$ cat src/rtl/rr_decoder_arbiter.sv
// Round-robin arbiter for four requesters sharing one 2-to-4 active-low-enable
// decoder. Registers a one-hot grant and its encoded index {w1,w0}, and drives
// the decoder enable.
// Every handover passes through one dead cycle, so the decoder never switches
// directly between two live outputs.
//
// Optional feature: define the macro ARB_TIMEOUT_EN to build the hold-timeout
// logic. With it, a grant that has lasted MAX_HOLD cycles while another
// requester waits is revoked, and preempt pulses for one cycle. Without it,
// no counter is built and preempt is tied low.
module rr_decoder_arbiter #(
  parameter int unsigned MAX_HOLD = 8,
  parameter int unsigned CNT_W    = 4
) (
  input  logic       clk,
  input  logic       rst,
  input  logic       en_n,
  input  logic [3:0] req,
  output logic [3:0] gnt,
  output logic [1:0] gnt_idx,
  output logic       gnt_valid,
  output logic       dec_en_n,
  output logic       preempt
);

  // Reject parameter sets the hold counter cannot represent.
  if (MAX_HOLD < 2 || (2 ** CNT_W) <= MAX_HOLD) begin : g_param_check
    $error("rr_decoder_arbiter: need MAX_HOLD >= 2 and 2**CNT_W > MAX_HOLD");
  end

  localparam logic [1:0] StIdle  = 2'd0;
  localparam logic [1:0] StGrant = 2'd1;
  localparam logic [1:0] StGap   = 2'd2;

  logic [1:0] state_q, state_d;
  logic [3:0] gnt_q, gnt_d;
  logic [1:0] idx_q, idx_d;
  logic [1:0] ptr_q, ptr_d;
  logic       preempt_d;

  logic       pick_valid;
  logic [1:0] pick_idx;
  logic [1:0] cand;
  logic       timeout_hit;

  // Round-robin pick: first set request at ptr, ptr+1, ... (mod 4).
  // The scan runs from the farthest offset down, so the nearest hit wins.
  always_comb begin
    pick_valid = 1'b0;
    pick_idx   = ptr_q;
    cand       = ptr_q;
    for (int i = 3; i >= 0; i--) begin
      cand = ptr_q + 2'(i);
      if (req[cand]) begin
        pick_valid = 1'b1;
        pick_idx   = cand;
      end
    end
  end

`ifdef ARB_TIMEOUT_EN
  localparam logic [CNT_W-1:0] HoldLast = CNT_W'(MAX_HOLD - 1);

  logic [CNT_W-1:0] hold_cnt_q, hold_cnt_d;
  logic             preempt_q;

  // Revoke only when the owner is at its limit and somebody else is waiting.
  assign timeout_hit = (hold_cnt_q == HoldLast) && ((req & ~gnt_q) != 4'b0000);

  // Hold counter: cleared on entry to GRANT, counts GRANT cycles, saturates.
  always_comb begin
    hold_cnt_d = hold_cnt_q;
    if (state_q != StGrant && state_d == StGrant) begin
      hold_cnt_d = '0;
    end else if (state_q == StGrant && hold_cnt_q != HoldLast) begin
      hold_cnt_d = hold_cnt_q + CNT_W'(1);
    end
  end

  // Hold counter and preempt pulse registers.
  always_ff @(posedge clk) begin
    if (rst) begin
      hold_cnt_q <= '0;
      preempt_q  <= 1'b0;
    end else begin
      hold_cnt_q <= hold_cnt_d;
      preempt_q  <= preempt_d;
    end
  end

  assign preempt = preempt_q;
`else
  assign timeout_hit = 1'b0;
  assign preempt     = 1'b0;

  // Keeps the pulse request visibly consumed in the timeout-free build.
  logic unused_preempt;
  assign unused_preempt = preempt_d;
`endif

  // Next-state logic for the IDLE / GRANT / GAP controller.
  always_comb begin
    state_d   = state_q;
    gnt_d     = gnt_q;
    idx_d     = idx_q;
    ptr_d     = ptr_q;
    preempt_d = 1'b0;
    unique case (state_q)
      StGrant: begin
        if (!req[idx_q]) begin
          // Owner released: rotate priority past it.
          state_d = StGap;
          gnt_d   = 4'b0000;
          ptr_d   = idx_q + 2'd1;
        end else if (timeout_hit) begin
          // Forced rotation: owner drops to lowest priority.
          state_d   = StGap;
          gnt_d     = 4'b0000;
          ptr_d     = idx_q + 2'd1;
          preempt_d = 1'b1;
        end
      end
      default: begin
        // IDLE and GAP both arbitrate; GAP lasts exactly one cycle.
        if (!en_n && pick_valid) begin
          state_d = StGrant;
          gnt_d   = 4'b0001 << pick_idx;
          idx_d   = pick_idx;
        end else begin
          state_d = StIdle;
          gnt_d   = 4'b0000;
        end
      end
    endcase
  end

  // Controller state, grant, index and rotation pointer registers.
  always_ff @(posedge clk) begin
    if (rst) begin
      state_q <= StIdle;
      gnt_q   <= 4'b0000;
      idx_q   <= 2'd0;
      ptr_q   <= 2'd0;
    end else begin
      state_q <= state_d;
      gnt_q   <= gnt_d;
      idx_q   <= idx_d;
      ptr_q   <= ptr_d;
    end
  end

  assign gnt       = gnt_q;
  assign gnt_idx   = idx_q;
  assign gnt_valid = |gnt_q;
  assign dec_en_n  = ~gnt_valid;

  // Structural invariants of the grant encoding.
  a_onehot0 : assert property (@(posedge clk) disable iff (rst) $onehot0(gnt_q));
  a_idx_match : assert property (@(posedge clk) disable iff (rst)
                                 (gnt_q != 4'b0000) |-> (gnt_q == (4'b0001 << idx_q)));

endmodule

$ cat config.mk
export PLATFORM = sky130hd
export DESIGN_NAME = rr_decoder_arbiter
export DESIGN_NICKNAME = d
export VERILOG_FILES = /design/src/rtl/rr_decoder_arbiter.sv
export SDC_FILE = /design/constraint.sdc
export NUM_CORES = 1
export LEC_CHECK = 0
export ABC_AREA = 0
export CAP_MARGIN = 20
export CORE_AREA = 2 2 39 41
export DETAILED_ROUTE_END_ITERATION = 10
export DIE_AREA = 0 0 41 43
export GPL_TIMING_DRIVEN = 0
export PLACE_DENSITY = 0.66
export SETUP_SLACK_MARGIN = 0.02
export SYNTH_ARGS = -nofsm -noshare
export SYNTH_HDL_FRONTEND = slang
export SYNTH_SLANG_ARGS = --single-unit
export TNS_END_PERCENT = 1
$ cat constraint.sdc
create_clock -name clk -period 1.8 [get_ports clk]
set_input_delay 0.27 -clock clk [delete_from_list [all_inputs] [get_ports clk]]
set_output_delay 0.27 -clock clk [all_outputs]
set_load 0.005 [all_outputs]
* After elaboration in Yosys (flattened, before gate mapping)
Index checks and enable logic that the tools add are counted.
** Cells by class
- Add/subtract/negate cells :: 4
- Magnitude comparators :: 5
- Eq/ne operators :: 2
- Shift operators :: 1
- Multiplexer cells :: 24
- Bitwise operators :: 3
- Reduce and logical (&&, ||, !) cells :: 5
** Operators by type and width (number)
- 2-bit by 3-bit < comparator with 1-bit output (second input constant) :: 5
- 2-bit two-way mux :: 6
- 4-bit two-way mux :: 3
- 1-bit binary-select mux with 2-bit select :: 5
- 1-bit two-way mux :: 10
- 2-bit by 1-bit adder with 2-bit output (second input constant) :: 2
- 2-bit adder (second input constant) :: 2
- 2-bit AND reduction :: 2
- 4-bit OR reduction :: 1
- 1-bit by 2-bit left shift with 4-bit output (first input constant) :: 1
- 1-bit NOT :: 3
- 2-bit by 1-bit == test with 1-bit output (second input constant) :: 1
- 2-bit inequality test (second input constant) :: 1
- 1-bit logical AND :: 1
- 1-bit zero test :: 1
** Storage, ports and cells
- Register bits :: 10
- Output and inout bits :: 9
- Logic and storage cells :: 48

* Longest topological paths before layout
- Word-level depth :: 10
- Gate-level depth with buffers :: 5
- Depth with buffers taken out :: 5

* Worst setup path before layout
Ideal clock, no wire load.
- Path type :: register to register
- From :: reg idx_q[0] (netlist: gnt_idx[0])
- To :: reg gnt_q[3] (netlist: gnt[3])
- Library setup time :: 129 ps
- Arrival :: 1362 ps
- Setup slack :: 310 ps
- Stages on the path, launching flop included :: 5
- Path buffers :: 0
- Clock period less this slack :: 1490 ps
- Cells stage by stage :: dfxtp_1 mux4_2 and2_1 a32oi_1 nor2_1
** On the way
- Longest elaborated chain between the ends :: 3
** Ends and longest elaborated chain
- from (decl) :: RTL line 37 : logic [1:0] idx_q, idx_d;
- from (signal assigned) :: RTL line 147 : idx_q <= idx_d;
- 1-bit binary-select mux with 2-bit select :: RTL line 110 : if (!req[idx_q]) begin
- 1-bit two-way mux (not written as such) :: RTL line 110
- 2-bit inequality test (no line)
- to (signal assigned) :: RTL line 146 : gnt_q <= gnt_d;
- to (decl) :: RTL line 36 : logic [3:0] gnt_q, gnt_d;
No other way between the ends. The select of a mux whose other input is x is not followed.
A chain may end at the register's enable or synchronous reset.

* Worst setup path after layout
- From :: in req[3]
- To :: reg gnt_q[3] (netlist: gnt[3])
** On the way
- Longest elaborated chain between the ends :: 9
- Elaborated cells between the ends (all ways) :: 23
** Ends and longest elaborated chain
- from (decl) :: RTL line 18 : input logic [3:0] req,
- 1-bit binary-select mux with 2-bit select :: RTL line 54 : if (req[cand]) begin
- 1-bit two-way mux (not written as such) :: RTL line 54
- 2-bit two-way mux / 1-bit two-way mux (equally long branches) (4 in a row) :: RTL line 54
- 1-bit by 2-bit left shift with 4-bit output / 1-bit logical AND (equally long branches) :: RTL line 127, 125
- 4-bit two-way mux :: RTL line 125 : if (!en_n && pick_valid) begin
- 4-bit two-way mux :: RTL line 108 : unique case (state_q)
Several ways; a longest one is shown, not always the timed one. The select of a mux whose other input is x is not followed.

==> flow_summary.toml <==
[synth]
synth.mux.area_fraction_pct = 8.076
synth-seq-area-share_pct = 38.00
avgSynthCellArea_sq_um = 9.241
synth_area_sq_um = 526.8
synth_compound_area_share_pct = 18.29
yosys.area_share.simple_pct = 28.27
yosys.area.top_type_share_pct = 38.00
ys_types = 30
yosysWarnings = 0
synth_top_family_by_area = "simple AND/OR/NAND/NOR gates"
ys_seq_elements = 10
netlist_instances = 57
synth-xor-area-share_pct = 1.663
synthAdderAreaFrac_pct = 0
syn_nets = 64
synth_top_cells_by_area = "dfxtp_1 38%, nor2_1 5.0%, nor2b_1 4.8%"
yosys.area.top_type = "dfxtp_1"

[detailed_routing]
vias = 454
initialDrtViolationCount = 4
ant_nets = 0
drc = 0
totalWireLength_um = 1011
wire_per_inst_um = 11.23
dr.pass1.iters = 4
viasPerCell = 5.044

[floorplanning]
initial_core_util_pct = 38.07
die-area_sq_mm = 0.001763
std_cell_rows = 14
fp.dieW_um = 41
io_pins = 16
core_area_sq_mm = 0.001384
die_h_um = 43

[cts]
cts_made_buffers = 3
clkSinkCount = 10
cts_hold_buf = 0
cts_tree = "done"
clk_latency_ns = 0.27
clk_pin_slew_ns = 0.06
clk_path_buf_depth = 2
cts-root-buf = "clkbuf_4"
htreeDepth = 1

[placement]
numPortBuffers = 13
place_area_sq_um = 676.9
placed_cells = 86
gp_congestion = 0.6834
hpwl_um = 755.2

[finish]
stdcell_area_sq_um = 715.7
diodes = 0
drive_gt1_share_pct = 18.92
final_cell_mix = "11 x clkdlybuf4s50_1, 9 x dfxtp_1, 7 x nor2_1, 4 x nor2b_1, 4 x a21oi_1"
final_common_cell = "clkdlybuf4s50_1"
fillers = 137
postLayoutCoreUtil_pct = 51.72
fin_nets = 82
finalNonFillerCells = 90
synthToLayoutAreaGrowth_pct = 35.87

[run]
maxCapViolations = 0

[worst_hold_path]
hold_path.class = "in -> reg"

[sta]
rsz0062_at_grt = "no"
drv_slew = 0
slew_headroom_pct = 63.95
fin_skew_ns = 0.01183
finalHoldViolCount = 0
period_share_pct = 92.46
max_freq_mhz = 600.9
fin_setup_tns_ns = 0
layout_min_cycle_time_ns = 1.664
setup_violations = 0
timing.hold.ws_ns = 0.4043
worst_pin_slew_ns = 0.5358

[grt]
grt_overflow_total = 0
antenna_found_initial = 0
grt_max_degree = 11
grt_usage_pct = 13.33
grt_pass1_vias = 372
grt_first_pass_wirelength_um = 1545

[worst_setup_path]
worst_ep_arrival_time_ns = 1.80
critPathRequiredTime_ns = 1.93
worst-setup-path-type = "in -> reg"
crit_fanout = 7
cp-end-kind = "register"
crit_path_start_kind = "input pin"

[pwr]
ir_worst_vdd_mv = 0.4001
p_per_area_mw_per_mm2 = 798.8
p_leak_uw = 0.0002640

[outcome]
status = "finished clean"
-- routing by layer --
layer,global-route usage (%),up-vias,wire [um]
met3,3.141,2,39
met1,18.36,202,503
met5,0,-,0
met4,10.00,0,14
met2,17.19,10,453
li1,-,240,-
-- repair_timing --
item / in CTS / in global routing
buffers inserted: 0 / 0
gates resized for setup: 4 / 0
setup endpoints to repair: 2 / 0
-- power by group --
group / total, uW / leakage, uW / internal (uW) / switching (uW)
Sequential: 246 / 0.0000820 / 234 / 12.0
Combinational: 121 / 0.000161 / 67.6 / 53.7
Clock: 204 / 0.0000210 / 123 / 81.3
-- critical path: stages --
cell	delay, ns
clkdlybuf4s50_1	0.51
mux4_2	0.55
and2_1	0.23
a32oi_1	0.17
nor2_1	0.05
-- path summary, 6_finish.rpt --
| kind | startpoint | to | slack (ns) | cells past startpoint |
|---|---|---|---|---|
| setup / recovery | req[3] | gnt[3] | 0.14 | 5 |
| hold / removal | rst | gnt_idx[1] | 0.40 | 2 |
| setup reg to reg | gnt_idx[0] | gnt[3] | 0.20 | 4 |
| hold reg to reg | gnt[0] | gnt[0] | 0.47 | 2 |
-- registers in the layout (all words and copies together) (netlist names) --
signal / count
state_q: 2
gnt: 4
gnt_idx: 2
ptr_q: 2
-- cells by family after synthesis --
group | Yosys count
AO/OA/AOI/OAI | 12
XOR/XNOR | 1
buffers and inverters | 6
flip-flops | 10
multiplexers | 3
other | 1
AND/OR/NAND/NOR | 24
-- through the flow --
stage | worst slack (ns) | total power (uW)
final | 0.1358 | 571.7
after global routing | 0.05999 | 601.6
after CTS | 0.1335 | 577.2
after detailed placement | -0.1328 | 374.6
after global placement | -0.1261 | 373.3
after floorplan | 0.3096 | 321.4
-- Yosys cell counts, drive strengths merged --
cell type / count
nand3b: 2
nor2: 7
a32oi: 1
xnor2: 1
o41ai: 1
or4: 1
mux2i: 2
or3b: 1
and2: 1
nor3: 2
a211oi: 2
a311oi: 1
nor2b: 5
a21oi: 4
o21ai: 1
nand2: 3
inv: 4
dfxtp: 10
buf: 2
conb: 1
nor4: 1
nor3b: 1
a211o: 1
o221ai: 1
mux4: 1
-- layout make-up --
class	instances	area, sq um	share of cell area (%)
Multi-Input combinational cell	41	304.0	42.48
Timing Repair Buffer	13	127.6	17.83
Inverter	4	15.01	2.098
Sequential cell	10	201.4	28.15
Clock buffer	4	36.28	5.070
Buffer	2	11.26	1.573
Tap cell	16	20.02	2.797
Note: power is estimated with default switching activity, not from simulation.
